<file path="config.mk">
export PLATFORM = sky130hd
export DESIGN_NAME = axis_frame_tx
export DESIGN_NICKNAME = d
export VERILOG_FILES = /design/src/rtl/axis_frame_pkg.sv /design/src/rtl/axis_tx_fifo2.sv /design/src/rtl/axis_frame_tx.sv
export SDC_FILE = /design/constraint.sdc
export NUM_CORES = 1
export LEC_CHECK = 0
export ABC_AREA = 1
export BUFFER_PORTS_ARGS = -buffer_cell sky130_fd_sc_hd__buf_4
export CORE_MARGIN = 2
export CORE_UTILIZATION = 60
export DETAILED_ROUTE_END_ITERATION = 8
export GPL_TIMING_DRIVEN = 0
export PLACE_DENSITY = 0.81
export SLEW_MARGIN = 20
export SYNTH_ARGS = -nofsm -noshare
export SYNTH_HDL_FRONTEND = slang
export SYNTH_SLANG_ARGS = --single-unit
export TNS_END_PERCENT = 5
</file>
<file path="constraint.sdc">
create_clock -name clk -period 5 [get_ports clk]
set_input_delay 0 -clock clk [delete_from_list [all_inputs] [get_ports clk]]
set_output_delay 0 -clock clk [all_outputs]
set_load 0.05 [all_outputs]
</file>
<file path="src/rtl/axis_frame_pkg.sv">
// Shared constants for the AXI-Stream frame transmitter.
// Default frame is one 28x28 MNIST image of 8-bit pixels.
package axis_frame_pkg;

    localparam int IMG_W           = 28;
    localparam int IMG_H           = 28;
    localparam int MNIST_FRAME_LEN = IMG_W * IMG_H;
    localparam int PIX_W           = 8;

    localparam logic [1:0] S_IDLE   = 2'd0;
    localparam logic [1:0] S_STREAM = 2'd1;
    localparam logic [1:0] S_DRAIN  = 2'd2;
    localparam logic [1:0] S_DONE   = 2'd3;

endpackage

</file>
<file path="src/rtl/axis_tx_fifo2.sv">
// Two-entry register FIFO; the head entry is a register that drives
// the stream data directly.
module axis_tx_fifo2
    import axis_frame_pkg::*;
#(
    parameter int W = PIX_W
) (
    input  logic         clk,
    input  logic         rst,
    input  logic         push_i,
    input  logic [W-1:0] din_i,
    input  logic         pop_i,
    output logic         full_o,
    output logic         empty_o,
    output logic [1:0]   count_o,
    output logic [W-1:0] head_o
);

    logic [W-1:0] head_q, head_d;
    logic [W-1:0] tail_q, tail_d;
    logic [1:0]   cnt_q, cnt_d;
    logic         pop_eff;

    assign pop_eff = pop_i && (cnt_q != 2'd0);
    assign full_o  = (cnt_q == 2'd2);
    assign empty_o = (cnt_q == 2'd0);
    assign count_o = cnt_q;
    assign head_o  = head_q;

    always_comb begin
        head_d = head_q;
        tail_d = tail_q;
        cnt_d  = cnt_q;
        case ({push_i, pop_eff})
            2'b10: begin
                if (cnt_q == 2'd0) head_d = din_i;
                else               tail_d = din_i;
                cnt_d = cnt_q + 2'd1;
            end
            2'b01: begin
                head_d = tail_q;
                cnt_d  = cnt_q - 2'd1;
            end
            2'b11: begin
                // Simultaneous push/pop keeps the count; data shifts forward.
                if (cnt_q == 2'd1) begin
                    head_d = din_i;
                end else begin
                    head_d = tail_q;
                    tail_d = din_i;
                end
            end
            default: ;
        endcase
    end

    always_ff @(posedge clk or posedge rst) begin
        if (rst) begin
            head_q <= '0;
            tail_q <= '0;
            cnt_q  <= 2'd0;
        end else begin
            head_q <= head_d;
            tail_q <= tail_d;
            cnt_q  <= cnt_d;
        end
    end

endmodule

</file>
<file path="src/rtl/axis_frame_tx.sv">
// Frame-buffer to AXI-Stream transmitter, one packet per start pulse.
// Define AXIS_TX_TUSER_SOF_EN to add a start-of-frame m_axis_tuser output.
module axis_frame_tx
    import axis_frame_pkg::*;
#(
    parameter int DATA_W    = PIX_W,
    parameter int FRAME_LEN = MNIST_FRAME_LEN,
    parameter int ADDR_W    = $clog2(FRAME_LEN)
) (
    input  logic              clk,
    input  logic              rst,
    input  logic              start,
    output logic              busy,
    output logic              done,
    output logic              rd_en,
    output logic [ADDR_W-1:0] rd_addr,
    input  logic [DATA_W-1:0] rd_data,
    output logic [DATA_W-1:0] m_axis_tdata,
    output logic              m_axis_tvalid,
    input  logic              m_axis_tready,
    output logic              m_axis_tlast
`ifdef AXIS_TX_TUSER_SOF_EN
    ,
    output logic              m_axis_tuser
`endif
);

    localparam logic [ADDR_W-1:0] LAST = ADDR_W'(FRAME_LEN - 1);

    logic [1:0]        state_q, state_d;
    logic [ADDR_W-1:0] raddr_q, raddr_d;
    logic [ADDR_W-1:0] beat_q, beat_d;
    logic              inflight_q;
    logic              pop;
    logic              fifo_full, fifo_empty;
    logic [1:0]        fifo_cnt, occ;
    logic [DATA_W-1:0] head;

    axis_tx_fifo2 #(.W(DATA_W)) u_fifo (
        .clk     (clk),
        .rst     (rst),
        .push_i  (inflight_q),
        .din_i   (rd_data),
        .pop_i   (pop),
        .full_o  (fifo_full),
        .empty_o (fifo_empty),
        .count_o (fifo_cnt),
        .head_o  (head)
    );

    assign m_axis_tvalid = !fifo_empty;
    assign m_axis_tdata  = head;
    assign m_axis_tlast  = m_axis_tvalid && (beat_q == LAST);
`ifdef AXIS_TX_TUSER_SOF_EN
    assign m_axis_tuser  = m_axis_tvalid && (beat_q == '0);
`endif

    assign pop = m_axis_tvalid && m_axis_tready;

    // Stored words plus reads in flight never exceed the two FIFO slots.
    assign occ   = fifo_cnt + {1'b0, inflight_q};
    assign rd_en = (state_q == S_STREAM) &&
                   (pop || (!fifo_full && (occ < 2'd2)));

    assign rd_addr = raddr_q;
    assign busy    = (state_q == S_STREAM) || (state_q == S_DRAIN);
    assign done    = (state_q == S_DONE);

    always_comb begin
        state_d = state_q;
        raddr_d = raddr_q;
        beat_d  = beat_q;
        case (state_q)
            S_IDLE: begin
                if (start) begin
                    state_d = S_STREAM;
                    raddr_d = '0;
                end
            end
            S_STREAM: begin
                if (rd_en && (raddr_q == LAST)) state_d = S_DRAIN;
            end
            S_DRAIN: begin
                if (pop && m_axis_tlast) state_d = S_DONE;
            end
            default: state_d = S_IDLE;
        endcase
        if (rd_en && (raddr_q != LAST)) raddr_d = raddr_q + 1'b1;
        if (pop) beat_d = m_axis_tlast ? '0 : beat_q + 1'b1;
    end

    always_ff @(posedge clk or posedge rst) begin
        if (rst) begin
            state_q    <= S_IDLE;
            raddr_q    <= '0;
            beat_q     <= '0;
            inflight_q <= 1'b0;
        end else begin
            state_q    <= state_d;
            raddr_q    <= raddr_d;
            beat_q     <= beat_d;
            inflight_q <= rd_en;
        end
    end

endmodule

</file>
==> results by group <==
Status
  • Outcome: complete, no violations

Setup path
  • Worst setup path class: register to register
  • Worst path required time: 5.17 ns
  • Startpoint Class: register
  • Worst Path Arrival: 2.47 ns
  • Crit Path Max Fanout: 10
  • Critical Path End Type: register

Timing
  • Final worst-path cycle share: 46.0%
  • RSZ-0062 raised after global routing: no
  • F_max: 435 MHz
  • Slew margin rel.: 72.5%
  • Final setup TNS: 0 ns
  • Final hold viol count: 0
  • Min Tclk post-route: 2.30 ns
  • Worst-margin pin slew: 0.413 ns
  • Worst Clk Skew: 0.0105 ns
  • Slew Limit Fails: 0
  • Final setup vio count: 0

Finish
  • Area grow syn2layout: 21.5%
  • Ant diodes: 0
  • Layout filler cell count: 276
  • Proportion of layout cells with a drive suffix above 1: 25.7%
  • Fin nets: 351
  • Fin util: 77.1%

Global route
  • Grt met1 use: 28.7%
  • Initial antenna violation count: 0
  • GR Overflow Total: 0
  • Global-route wire length before repair: 8.12 mm
  • Met2 usage: 42.3%
  • Top Usage Layer GRT: met2
  • Tot GR Track Use: 23.9%
  • Largest net degree at the start of global routing: 26
  • Routing usage on met3: 5.41%
  • Vias in the first global route: 1933

Synth
  • Post-synth cell types: 34
  • YS warnings: 0
  • Post-synth EDFFs: 0
  • Cells after Synth: 275
  • Mapped Avg Cell Area: 8.64 µm²
  • Sequential share of the synthesized area: 43.2%
  • FFs w/ async S/R, synth: 100%
  • Post-synthesis register bit count: 41
  • Ys flop type: dfrtp_1
  • Synth Net Count: 300
  • Syn Std Cell Area: 2370 µm²

Clock network
  • CTS sink cnt: 41
  • Clock transition at path regs: 0.08 ns
  • CTS H-Tree Depth: 2
  • Total CTS buffers: 5
  • Clk buf depth: 2
  • Root buf cell: clkbuf_8
  • Setup repair bufs after CTS: 0
  • CTS tree: done
  • Skew-Pair Late Insertion Delay: 0.29 ns

Drt
  • DR WL/cell: 12.3 µm
  • Drt pass-1 iters: 4
  • Antenna viol nets, final: 0
  • Routed vias: 1947
  • Vias per cell: 5.19
  • Initial detailed-routing violation count: 79
  • Wirelength, routed: 4.60 mm
  • Residual DRC: 0

Floorplan
  • Die span in y: 66.9 µm
  • Core Area: 3740 µm²
  • Num rows: 22
  • Initial core utilization: 63.4%
  • Die width: 66.9 µm
  • Die ar.: 4480 µm²
  • Top Ports: 35

Power
  • Power Density: 582 nW/µm²
  • Total power: 1.68 mW
  • P_leak: 1.53 nW
  • Maximum vdd drop: 0.484 mV

Hold path
  • Hold crit path type: input port to register

Flow run
  • # Max-Cap Violations: 0

Placement
  • I/O Buffers: 34
  • Detailed Place HPWL: 3.27 mm
  • Routability Congestion: 0.793
through the flow:
step | std cells | instance area, µm² | worst slack, ns | hold WS [ns]
finish | 375 | 2890 | 2.70 | 0.0767
global route | 375 | 2890 | 2.51 | 0.0976
CTS | 375 | 2890 | 2.70 | 0.0738
detailed placement | 358 | 2710 | 2.74 | 0.0129
global placement | 357 | 2690 | 2.77 | 0.268
floorplan | 275 | 2370 | 2.86 | 0.154
routing by layer:
metal  vias up  wire (µm)  share of wire [%]
met1       920       2170                 47
li1        982          -                  -
met2        40       2210                 48
met4         0         57                1.2
met3         5        166                3.6
met5         -          0                  0
cells by family after synthesis:
logic type / count (synthesis) / synth area share (%)
simple gates: 130 / 28.3
xor+xnor: 9 / 3.32
fa+ha+maj: 13 / 6.85
compound gates: 26 / 6.59
flops: 41 / 43.2
mux: 8 / 3.79
buf+inv: 48 / 7.96
worst paths after layout:
check | startpoint | end | slack [ns] | cells after the start
min | m_axis_tready | beat_q[9]$_DFFE_PP0P_ | 0.08 | 4
max | u_fifo.count_o[0]$_DFFE_PP0P_ | u_fifo.head_o[5]$_DFFE_PP0P_ | 2.70 | 10
min in group asynchronous | rst | beat_q[3]$_DFFE_PP0P_ | 0.26 | 3
max reg2reg | u_fifo.count_o[0]$_DFFE_PP0P_ | u_fifo.head_o[5]$_DFFE_PP0P_ | 2.70 | 10
min reg2reg | u_fifo.tail_q[5]$_DFFE_PP0P_ | u_fifo.tail_q[5]$_DFFE_PP0P_ | 0.50 | 2
max in group asynchronous | rst | u_fifo.head_o[3]$_DFFE_PP0P_ | 4.29 | 4
synthesized netlist by cell type, types with 5 or more instances:
master | number | area, µm²
inv_2 | 5 | 18.8
nor2_1 | 13 | 48.8
nand3_2 | 6 | 60.1
ha_1 | 13 | 163
nand4_1 | 6 | 37.5
nor2_2 | 5 | 31.3
o21ai_1 | 10 | 50.1
nand2_1 | 60 | 225
dfrtp_1 | 41 | 1030
inv_1 | 41 | 154
mux2_2 | 8 | 90.1
o22ai_1 | 8 | 50.1
xor2_1 | 6 | 52.6
nand3_1 | 22 | 110
sequential cells by signal, summed over array words and instances, names as in the netlist:
name / cells
beat_q: 10
rd_addr: 10
u_fifo.head_o: 8
u_fifo.tail_q: 8
state_q: 2
u_fifo.count_o: 2
inflight_q: 1
layout by cell type (no fill, tap or decap), types with 6 or more instances in the layout:
cell type	count
nand2_1	60
dfrtp_1	41
inv_1	40
buf_4	34
nand3_1	22
nor2_1	13
ha_1	13
o21ai_1	10
dlygate4sd3_1	9
o22ai_1	8
mux2_2	8
inv_2	6
nand3_2	6
xor2_1	6
nand4_1	6
worst max-delay path, cell delays in order, from the launching register on:
cell	delay [ns]
dfrtp_1	0.43
inv_1	0.09
ha_1	0.25
inv_2	0.09
nand2_4	0.11
inv_2	0.15
ha_1	0.25
inv_1	0.07
o21ai_2	0.34
o22ai_1	0.13
mux2_2	0.28
area by class of cell:
type | count | area (µm²) | area share [%]
Multi-Input combinational cell | 186 | 1160 | 40.2
Clock inverter | 3 | 17.5 | 0.607
Timing Repair Buffer | 44 | 365 | 12.7
Clock buffer | 5 | 68.8 | 2.38
Inverter | 46 | 173 | 5.98
Sequential cell | 41 | 1030 | 35.5
Buffer | 2 | 16.3 | 0.564
Tap cell | 48 | 60.1 | 2.08
where the power goes:
part           switching (mW)  internal, mW  leakage, nW  total [mW]
clock network           0.117        0.0964       0.0439       0.213
registers               0.114         0.456        0.513       0.570
logic                   0.578         0.318        0.971       0.896
what timing repair did:
item	CTS	global route
endpoints found under the setup margin	0	0
hold buffers	9	0
hold endpoints to repair	24	0
resized for setup	0	0
(Power assumes the default switching activity.)
